File: src/rtl/trap_ctrl_if.sv
// -----------------------------------------------------------------------------
// trap_ctrl_if
//   Bundles the EX-stage event inputs, CSR inputs and redirect outputs of the
//   trap controller.
//   master : pipeline side. Drives the i_* signals and observes the o_* signals.
//   slave  : trap_ctrl side.
//
//   i_ex_valid/i_ex_pc     valid instruction in EX and its PC
//   i_stall                pipeline stall; blocks trap/mret acceptance
//   i_ecall/i_ebreak/
//   i_illegal/i_mret       EX instruction class
//   i_irq/i_mie_en         pending interrupt lines and per-line enables
//   i_mtvec                trap vector CSR ([1:0] mode, [31:2] base)
//   i_mstatus_wr/_mie      CSR write strobe and data for mstatus.MIE
//   o_pc_src               00 RESET, 01 TRAP, 10 EPC, 11 NEXT
//   o_pc_trap/o_mepc/
//   o_mcause/o_mie         trap target, saved PC, cause, mstatus.MIE
//   o_flush/o_trap_taken   pipeline flush, one-cycle trap-entry pulse
// -----------------------------------------------------------------------------
interface trap_ctrl_if #(
  parameter int IRQ_W = 3
);
  logic             i_ex_valid;
  logic [31:0]      i_ex_pc;
  logic             i_stall;
  logic             i_ecall;
  logic             i_ebreak;
  logic             i_illegal;
  logic             i_mret;
  logic [IRQ_W-1:0] i_irq;
  logic [IRQ_W-1:0] i_mie_en;
  logic [31:0]      i_mtvec;
  logic             i_mstatus_wr;
  logic             i_mstatus_mie;
  logic [1:0]       o_pc_src;
  logic [31:0]      o_pc_trap;
  logic [31:0]      o_mepc;
  logic [31:0]      o_mcause;
  logic             o_mie;
  logic             o_flush;
  logic             o_trap_taken;

  modport master (
    output i_ex_valid, i_ex_pc, i_stall, i_ecall, i_ebreak, i_illegal, i_mret,
           i_irq, i_mie_en, i_mtvec, i_mstatus_wr, i_mstatus_mie,
    input  o_pc_src, o_pc_trap, o_mepc, o_mcause, o_mie, o_flush, o_trap_taken
  );

  modport slave (
    input  i_ex_valid, i_ex_pc, i_stall, i_ecall, i_ebreak, i_illegal, i_mret,
           i_irq, i_mie_en, i_mtvec, i_mstatus_wr, i_mstatus_mie,
    output o_pc_src, o_pc_trap, o_mepc, o_mcause, o_mie, o_flush, o_trap_taken
  );
endinterface

File: src/rtl/trap_ctrl.sv
// -----------------------------------------------------------------------------
// trap_ctrl
//   Control stage ahead of the next-PC selector. Samples exceptions, mret and
//   pending interrupts against the EX instruction, owns mepc/mcause/MIE/MPIE
//   and produces a registered PC source select plus pipeline flush.
//
//   Ports
//     i_clk    clock, rising edge
//     i_rst_n  asynchronous active-low reset
//     bus      trap_ctrl_if.slave (event inputs, CSR inputs, redirect outputs)
//
//   Parameters
//     RESET_VEC  value of o_pc_trap while held in reset
//     IRQ_W      interrupt line count: bit0 software, bit1 timer, bit2 external
//
//   Build option
//     TRAP_VECTORED_EN  when defined, interrupts with mtvec mode 01 jump to
//                       base + 4*cause; otherwise every trap jumps to base.
// -----------------------------------------------------------------------------
module trap_ctrl #(
  parameter logic [31:0] RESET_VEC = 32'h0000_0000,
  parameter int          IRQ_W     = 3
) (
  input  logic         i_clk,
  input  logic         i_rst_n,
  trap_ctrl_if.slave   bus
);

  typedef enum logic [1:0] {
    S_RST  = 2'd0,
    S_RUN  = 2'd1,
    S_TRAP = 2'd2,
    S_RET  = 2'd3
  } state_e;

  typedef enum logic [1:0] {
    PC_RESET = 2'b00,
    PC_TRAP  = 2'b01,
    PC_EPC   = 2'b10,
    PC_NEXT  = 2'b11
  } pc_src_e;

  localparam int IRQ_SW  = 0;
  localparam int IRQ_TMR = 1;
  localparam int IRQ_EXT = 2;

  localparam logic [31:0] CAUSE_ILLEGAL = 32'd2;
  localparam logic [31:0] CAUSE_EBREAK  = 32'd3;
  localparam logic [31:0] CAUSE_ECALL   = 32'd11;
  localparam logic [31:0] CAUSE_IRQ_SW  = 32'h8000_0003;
  localparam logic [31:0] CAUSE_IRQ_TMR = 32'h8000_0007;
  localparam logic [31:0] CAUSE_IRQ_EXT = 32'h8000_000B;

  state_e      state_q;
  pc_src_e     pc_src_q;
  logic [31:0] pc_trap_q;
  logic [31:0] mepc_q;
  logic [31:0] mcause_q;
  logic        mie_q;
  logic        mpie_q;
  logic        flush_q;
  logic        trap_taken_q;

  // Event decode for the current EX instruction
  logic             accept;
  logic [IRQ_W-1:0] irq_pend;
  logic             irq_take;
  logic             take_trap;
  logic             take_mret;
  logic [31:0]      cause;
  logic [31:0]      trap_base;
  logic [31:0]      trap_target;

  assign accept    = (state_q == S_RUN) && bus.i_ex_valid && !bus.i_stall;
  assign irq_pend  = bus.i_irq & bus.i_mie_en;
  assign irq_take  = mie_q && (irq_pend != '0);
  assign trap_base = {bus.i_mtvec[31:2], 2'b00};

  // NOTE: every always_comb output gets a default first so no path leaves it
  // unassigned, which would otherwise infer a latch.
  always_comb begin
    take_trap = 1'b0;
    take_mret = 1'b0;
    cause     = '0;
    if (accept) begin
      if (bus.i_illegal) begin
        take_trap = 1'b1;
        cause     = CAUSE_ILLEGAL;
      end else if (bus.i_ebreak) begin
        take_trap = 1'b1;
        cause     = CAUSE_EBREAK;
      end else if (bus.i_ecall) begin
        take_trap = 1'b1;
        cause     = CAUSE_ECALL;
      end else if (irq_take) begin
        // An interrupt also pre-empts an mret in EX; mepc then holds the mret PC
        take_trap = 1'b1;
        if (irq_pend[IRQ_EXT])     cause = CAUSE_IRQ_EXT;
        else if (irq_pend[IRQ_SW]) cause = CAUSE_IRQ_SW;
        else                       cause = CAUSE_IRQ_TMR;
      end else if (bus.i_mret) begin
        take_mret = 1'b1;
      end
    end
  end

`ifdef TRAP_VECTORED_EN
  always_comb begin
    trap_target = trap_base;
    if ((bus.i_mtvec[1:0] == 2'b01) && cause[31]) begin
      trap_target = trap_base + {25'd0, cause[4:0], 2'b00};
    end
  end
`else
  // Mode bits have no effect in this build
  logic unused_mtvec_mode;
  assign unused_mtvec_mode = ^bus.i_mtvec[1:0];
  assign trap_target       = trap_base;
`endif

  // NOTE: state and CSR registers use non-blocking assignments so every
  // register samples pre-edge values, independent of statement order.
  always_ff @(posedge i_clk or negedge i_rst_n) begin
    if (!i_rst_n) begin
      state_q      <= S_RST;
      pc_src_q     <= PC_RESET;
      pc_trap_q    <= RESET_VEC;
      mepc_q       <= '0;
      mcause_q     <= '0;
      mie_q        <= 1'b0;
      mpie_q       <= 1'b0;
      flush_q      <= 1'b0;
      trap_taken_q <= 1'b0;
    end else begin
      case (state_q)
        S_RST: begin
          state_q      <= S_RUN;
          pc_src_q     <= PC_NEXT;
          flush_q      <= 1'b0;
          trap_taken_q <= 1'b0;
        end

        S_RUN: begin
          if (take_trap) begin
            state_q      <= S_TRAP;
            pc_src_q     <= PC_TRAP;
            pc_trap_q    <= trap_target;
            mepc_q       <= bus.i_ex_pc;
            mcause_q     <= cause;
            mpie_q       <= mie_q;
            mie_q        <= 1'b0;
            flush_q      <= 1'b1;
            trap_taken_q <= 1'b1;
          end else if (take_mret) begin
            state_q      <= S_RET;
            pc_src_q     <= PC_EPC;
            mie_q        <= mpie_q;
            mpie_q       <= 1'b1;
            flush_q      <= 1'b1;
            trap_taken_q <= 1'b0;
          end else begin
            // A CSR write only lands when no trap/mret claims MIE this cycle
            if (bus.i_mstatus_wr) begin
              mie_q <= bus.i_mstatus_mie;
            end
            pc_src_q     <= PC_NEXT;
            flush_q      <= 1'b0;
            trap_taken_q <= 1'b0;
          end
        end

        // Redirect cycles last one clock and ignore all events
        S_TRAP, S_RET: begin
          state_q      <= S_RUN;
          pc_src_q     <= PC_NEXT;
          flush_q      <= 1'b0;
          trap_taken_q <= 1'b0;
        end

        default: begin
          state_q      <= S_RST;
          pc_src_q     <= PC_RESET;
          flush_q      <= 1'b0;
          trap_taken_q <= 1'b0;
        end
      endcase
    end
  end

  assign bus.o_pc_src     = pc_src_q;
  assign bus.o_pc_trap    = pc_trap_q;
  assign bus.o_mepc       = mepc_q;
  assign bus.o_mcause     = mcause_q;
  assign bus.o_mie        = mie_q;
  assign bus.o_flush      = flush_q;
  assign bus.o_trap_taken = trap_taken_q;

endmodule

File: src/flat_wrapper.sv
// flat-port wrapper written by rule: the top's interface ports become plain ports
module trap_ctrl_flat 
#(
  parameter logic [31:0] RESET_VEC = 32'h0000_0000,
  parameter int          IRQ_W     = 3
)
  (i_clk, i_rst_n, bus_i_ex_valid, bus_i_ex_pc, bus_i_stall, bus_i_ecall, bus_i_ebreak, bus_i_illegal, bus_i_mret, bus_i_irq, bus_i_mie_en, bus_i_mtvec, bus_i_mstatus_wr, bus_i_mstatus_mie, bus_o_pc_src, bus_o_pc_trap, bus_o_mepc, bus_o_mcause, bus_o_mie, bus_o_flush, bus_o_trap_taken);
  trap_ctrl_if #(.IRQ_W(IRQ_W)) bus_i ();
  input  logic i_clk;
  input  logic i_rst_n;
  input wire logic [$bits(bus_i.i_ex_valid)-1:0] bus_i_ex_valid;
  input wire logic [$bits(bus_i.i_ex_pc)-1:0] bus_i_ex_pc;
  input wire logic [$bits(bus_i.i_stall)-1:0] bus_i_stall;
  input wire logic [$bits(bus_i.i_ecall)-1:0] bus_i_ecall;
  input wire logic [$bits(bus_i.i_ebreak)-1:0] bus_i_ebreak;
  input wire logic [$bits(bus_i.i_illegal)-1:0] bus_i_illegal;
  input wire logic [$bits(bus_i.i_mret)-1:0] bus_i_mret;
  input wire logic [$bits(bus_i.i_irq)-1:0] bus_i_irq;
  input wire logic [$bits(bus_i.i_mie_en)-1:0] bus_i_mie_en;
  input wire logic [$bits(bus_i.i_mtvec)-1:0] bus_i_mtvec;
  input wire logic [$bits(bus_i.i_mstatus_wr)-1:0] bus_i_mstatus_wr;
  input wire logic [$bits(bus_i.i_mstatus_mie)-1:0] bus_i_mstatus_mie;
  output wire logic [$bits(bus_i.o_pc_src)-1:0] bus_o_pc_src;
  output wire logic [$bits(bus_i.o_pc_trap)-1:0] bus_o_pc_trap;
  output wire logic [$bits(bus_i.o_mepc)-1:0] bus_o_mepc;
  output wire logic [$bits(bus_i.o_mcause)-1:0] bus_o_mcause;
  output wire logic [$bits(bus_i.o_mie)-1:0] bus_o_mie;
  output wire logic [$bits(bus_i.o_flush)-1:0] bus_o_flush;
  output wire logic [$bits(bus_i.o_trap_taken)-1:0] bus_o_trap_taken;
  assign bus_i.i_ex_valid = bus_i_ex_valid;
  assign bus_i.i_ex_pc = bus_i_ex_pc;
  assign bus_i.i_stall = bus_i_stall;
  assign bus_i.i_ecall = bus_i_ecall;
  assign bus_i.i_ebreak = bus_i_ebreak;
  assign bus_i.i_illegal = bus_i_illegal;
  assign bus_i.i_mret = bus_i_mret;
  assign bus_i.i_irq = bus_i_irq;
  assign bus_i.i_mie_en = bus_i_mie_en;
  assign bus_i.i_mtvec = bus_i_mtvec;
  assign bus_i.i_mstatus_wr = bus_i_mstatus_wr;
  assign bus_i.i_mstatus_mie = bus_i_mstatus_mie;
  assign bus_o_pc_src = bus_i.o_pc_src;
  assign bus_o_pc_trap = bus_i.o_pc_trap;
  assign bus_o_mepc = bus_i.o_mepc;
  assign bus_o_mcause = bus_i.o_mcause;
  assign bus_o_mie = bus_i.o_mie;
  assign bus_o_flush = bus_i.o_flush;
  assign bus_o_trap_taken = bus_i.o_trap_taken;
  trap_ctrl #(.RESET_VEC(RESET_VEC), .IRQ_W(IRQ_W)) u_core (.i_clk(i_clk), .i_rst_n(i_rst_n), .bus(bus_i));
endmodule
File: config.mk
export PLATFORM = sky130hd
export DESIGN_NAME = trap_ctrl_flat
export DESIGN_NICKNAME = d
export VERILOG_FILES = /design/src/rtl/trap_ctrl_if.sv /design/src/rtl/trap_ctrl.sv /design/src/flat_wrapper.sv
export SDC_FILE = /design/constraint.sdc
export NUM_CORES = 1
export LEC_CHECK = 0
export CORE_MARGIN = 10
export CORE_UTILIZATION = 42
export DETAILED_ROUTE_END_ITERATION = 10
export GPL_TIMING_DRIVEN = 1
export PLACE_DENSITY_LB_ADDON = 0.12
export SLEW_MARGIN = 20
export SYNTH_ARGS = -nofsm -noshare
export SYNTH_HDL_FRONTEND = slang
export SYNTH_SLANG_ARGS = --single-unit
File: constraint.sdc
create_clock -name i_clk -period 2.7 [get_ports i_clk]
set_input_delay 0.54 -clock i_clk [delete_from_list [all_inputs] [get_ports i_clk]]
set_output_delay 0.54 -clock i_clk [all_outputs]
set_load 0.005 [all_outputs]
==> reports/metrics.cfg <==
[status]
status = finished clean

[synth]
synth_cell_types = 30
synth-edff-count = 0
synth_seq_area_share = 0.562
synthFlopType = dfrtp_1
synth_xor_area_frac = 0
synthSimpleGateAreaFrac = 0.0285
synth_cells = 213
ys_ff_latch = 75
synthMuxAreaShare = 0.271
synth_compound_area_frac = 0.0329
syn_area_um2 = 3340
yosys.area_share.adder = 0
syn_area_per_cell_um2 = 15.7
synth_top_family_by_area = multiplexers
synthArstFlopShare = 1.00
synth_warnings = 0

[worst_setup_path]
arrival_ns = 2.28
worstPathRequired_ns = 2.93
r2r_slack_ns = 0.95
ff2ff_path_depth = 5
crit_fanout = 32
crit_type = primary input to register
worstSetupEndpointType = register
crit_path_start = bus_i_irq[2]
cp-start-kind = primary input
r2r-end = u_core.bus.o_pc_trap[21]
r2r-start = u_core.bus.o_mie

[sta]
clock_skew_ns = 0.00709
min_period_over_period = 0.757
worstMarginPinSlew_ns = 0.503
hold_slack_ns = 0.146
max_freq_ghz = 0.489
slew_headroom = 0.664
finalHoldViolCount = 0
setup_slack_ns = 0.655
grt_setup_unrepaired = false
setup_viol = 0
final.setup.tns_ns = 0
drv_slew = 0
finalCriticalPeriod_ns = 2.04

[drt]
drt_iter0_markers = 68
vias_per_cell = 4.52
num_vias = 2164
first_pass_iters = 4
wl_per_cell_um = 18.1
ant_nets = 0
post-route-drc-count = 0
routed_wl_um = 8670

[pwr]
vdd.ir_drop.worst_v = 0.000291
power.leakage_nw = 2.20
power.density_nw_per_um2 = 696

[floorplan]
boundaryPins = 181
die_area_um2 = 11900
die_y_um = 109
coreArea_um2 = 7730
rows = 32
initial_core_util = 0.432
die_w_um = 109

[cts]
clk_path_buf_depth = 2
post_cts_resized = 0
clockRootBuffer = clkbuf_8
clk_pin_slew_ns = 0.09
h-tree-depth = 3
cts_tree = done
cts-buffers-inserted = 9
cts_setup_buffers = 0
clock-sinks = 75
clock_latency_ns = 0.34
holdBufCountCts = 0

[place]
io_buffer_count = 149
dp.cells = 463
gp_congestion = 0.756
preCtsSetupSlack_ns = 0.297
post-dp-hpwl_um = 6730
placed_area_um2 = 4830

[final_layout]
fin_nets = 452
diodes = 0
finalNonFillerCells = 479
drive_gt1_frac = 0.239
final_cell_mix = clkdlybuf4s50_1, dfrtp_1, mux2_4, conb_1, mux2_2
design_area_um2 = 5030
final_common_cell = clkdlybuf4s50_1
area_growth_pct = 50.5
fillCellCount = 588

[grt]
grt_pass1_vias = 2415
track_usage = 0.145
grt_antenna_before_repair = 0
grt_pass1_wl_um = 13400
grt_max_degree = 40
grt_overflow = 0

[run]
drv_cap = 0

[worst_hold_path]
min-delay-path-class = primary input to async pin

==> worst max-delay path, stage by stage <==
cell	delay, ns
clkdlybuf4s50_1	0.44
a222oi_1	0.47
o21a_2	0.23
nor2_4	0.07
buf_12	0.19
mux2_4	0.32
==> layer usage <==
layer,track usage,share of wire,up-vias
li1,-,-,1006
met1,0.170,0.39,1044
met2,0.226,0.47,106
met3,0.0785,0.13,8
met4,0.0418,0.0088,0
met5,0,0,-
==> synthesized netlist by cell type, drive strengths merged (2+ instances only) <==
| master | n | area (um2) |
|---|---|---|
| a31oi | 2 | 12.5 |
| o21ai | 2 | 10.0 |
| dfrtp | 75 | 1880 |
| nor2 | 8 | 32.5 |
| nand3 | 2 | 10.0 |
| a21oi | 4 | 20.0 |
| nand3b | 2 | 15.0 |
| nor3 | 2 | 10.0 |
| inv | 3 | 11.3 |
| buf | 36 | 334 |
| mux2 | 63 | 897 |
==> where the power goes <==
part,internal (mW),switching [mW]
logic,0.802,0.320
registers,1.37,0.133
clock network,0.433,0.446
==> flip-flops by register name, summed over array words and instances, names as in the netlist <==
name and count:
u_core.bus.o_pc_trap 30, u_core.bus.o_mepc 32, u_core.mpie_q 1, u_core.bus.o_trap_taken 1
u_core.bus.o_mcause 5, u_core.bus.o_pc_src 2, u_core.bus.o_mie 1, u_core.state_q 2
u_core.bus.o_flush 1
==> area by class of cell <==
class                      count  area (um2)  area share
clock buffer                   9         124      0.0246
clock inverter                 7        76.3      0.0152
inverter                       3        11.3     0.00224
multi-input combinational    126        1230       0.244
sequential                    75        1880       0.373
tap                          102         128      0.0254
timing repair buffer         157        1590       0.316
==> kinds of logic (layout without fill, tap and decap cells) <==
logic type             Yosys count  after routing
other                            1             29
flip-flops                      75             75
buffers and inverters           40            176
AO/OA/AOI/OAI                   16             16
multiplexers                    64             64
AND/OR/NAND/NOR                 17             17
==> how the worst max path moves through the flow <==
stage | to | slack [ns] | cells after the start
after floorplan | u_core.bus.o_mepc[0] | 0.74 | 6
final | u_core.bus.o_mepc[11] | 0.66 | 6
after detailed placement | u_core.bus.o_mepc[11] | 0.30 | 6
after CTS | u_core.bus.o_mepc[17] | 0.67 | 6
after global routing | u_core.bus.o_mepc[17] | 0.60 | 6
after global placement | u_core.bus.o_mepc[20] | 0.32 | 6
==> per-stage QoR <==
stage | power, mW | util
6_report | 3.50 | 0.651
2_1_floorplan | 1.97 | -
5_1_grt | 3.70 | 0.651
3_3_place_gp | 2.63 | 0.625
3_5_place_dp | 2.66 | 0.625
4_1_cts | 3.55 | 0.651
(Power assumes the default switching activity.)
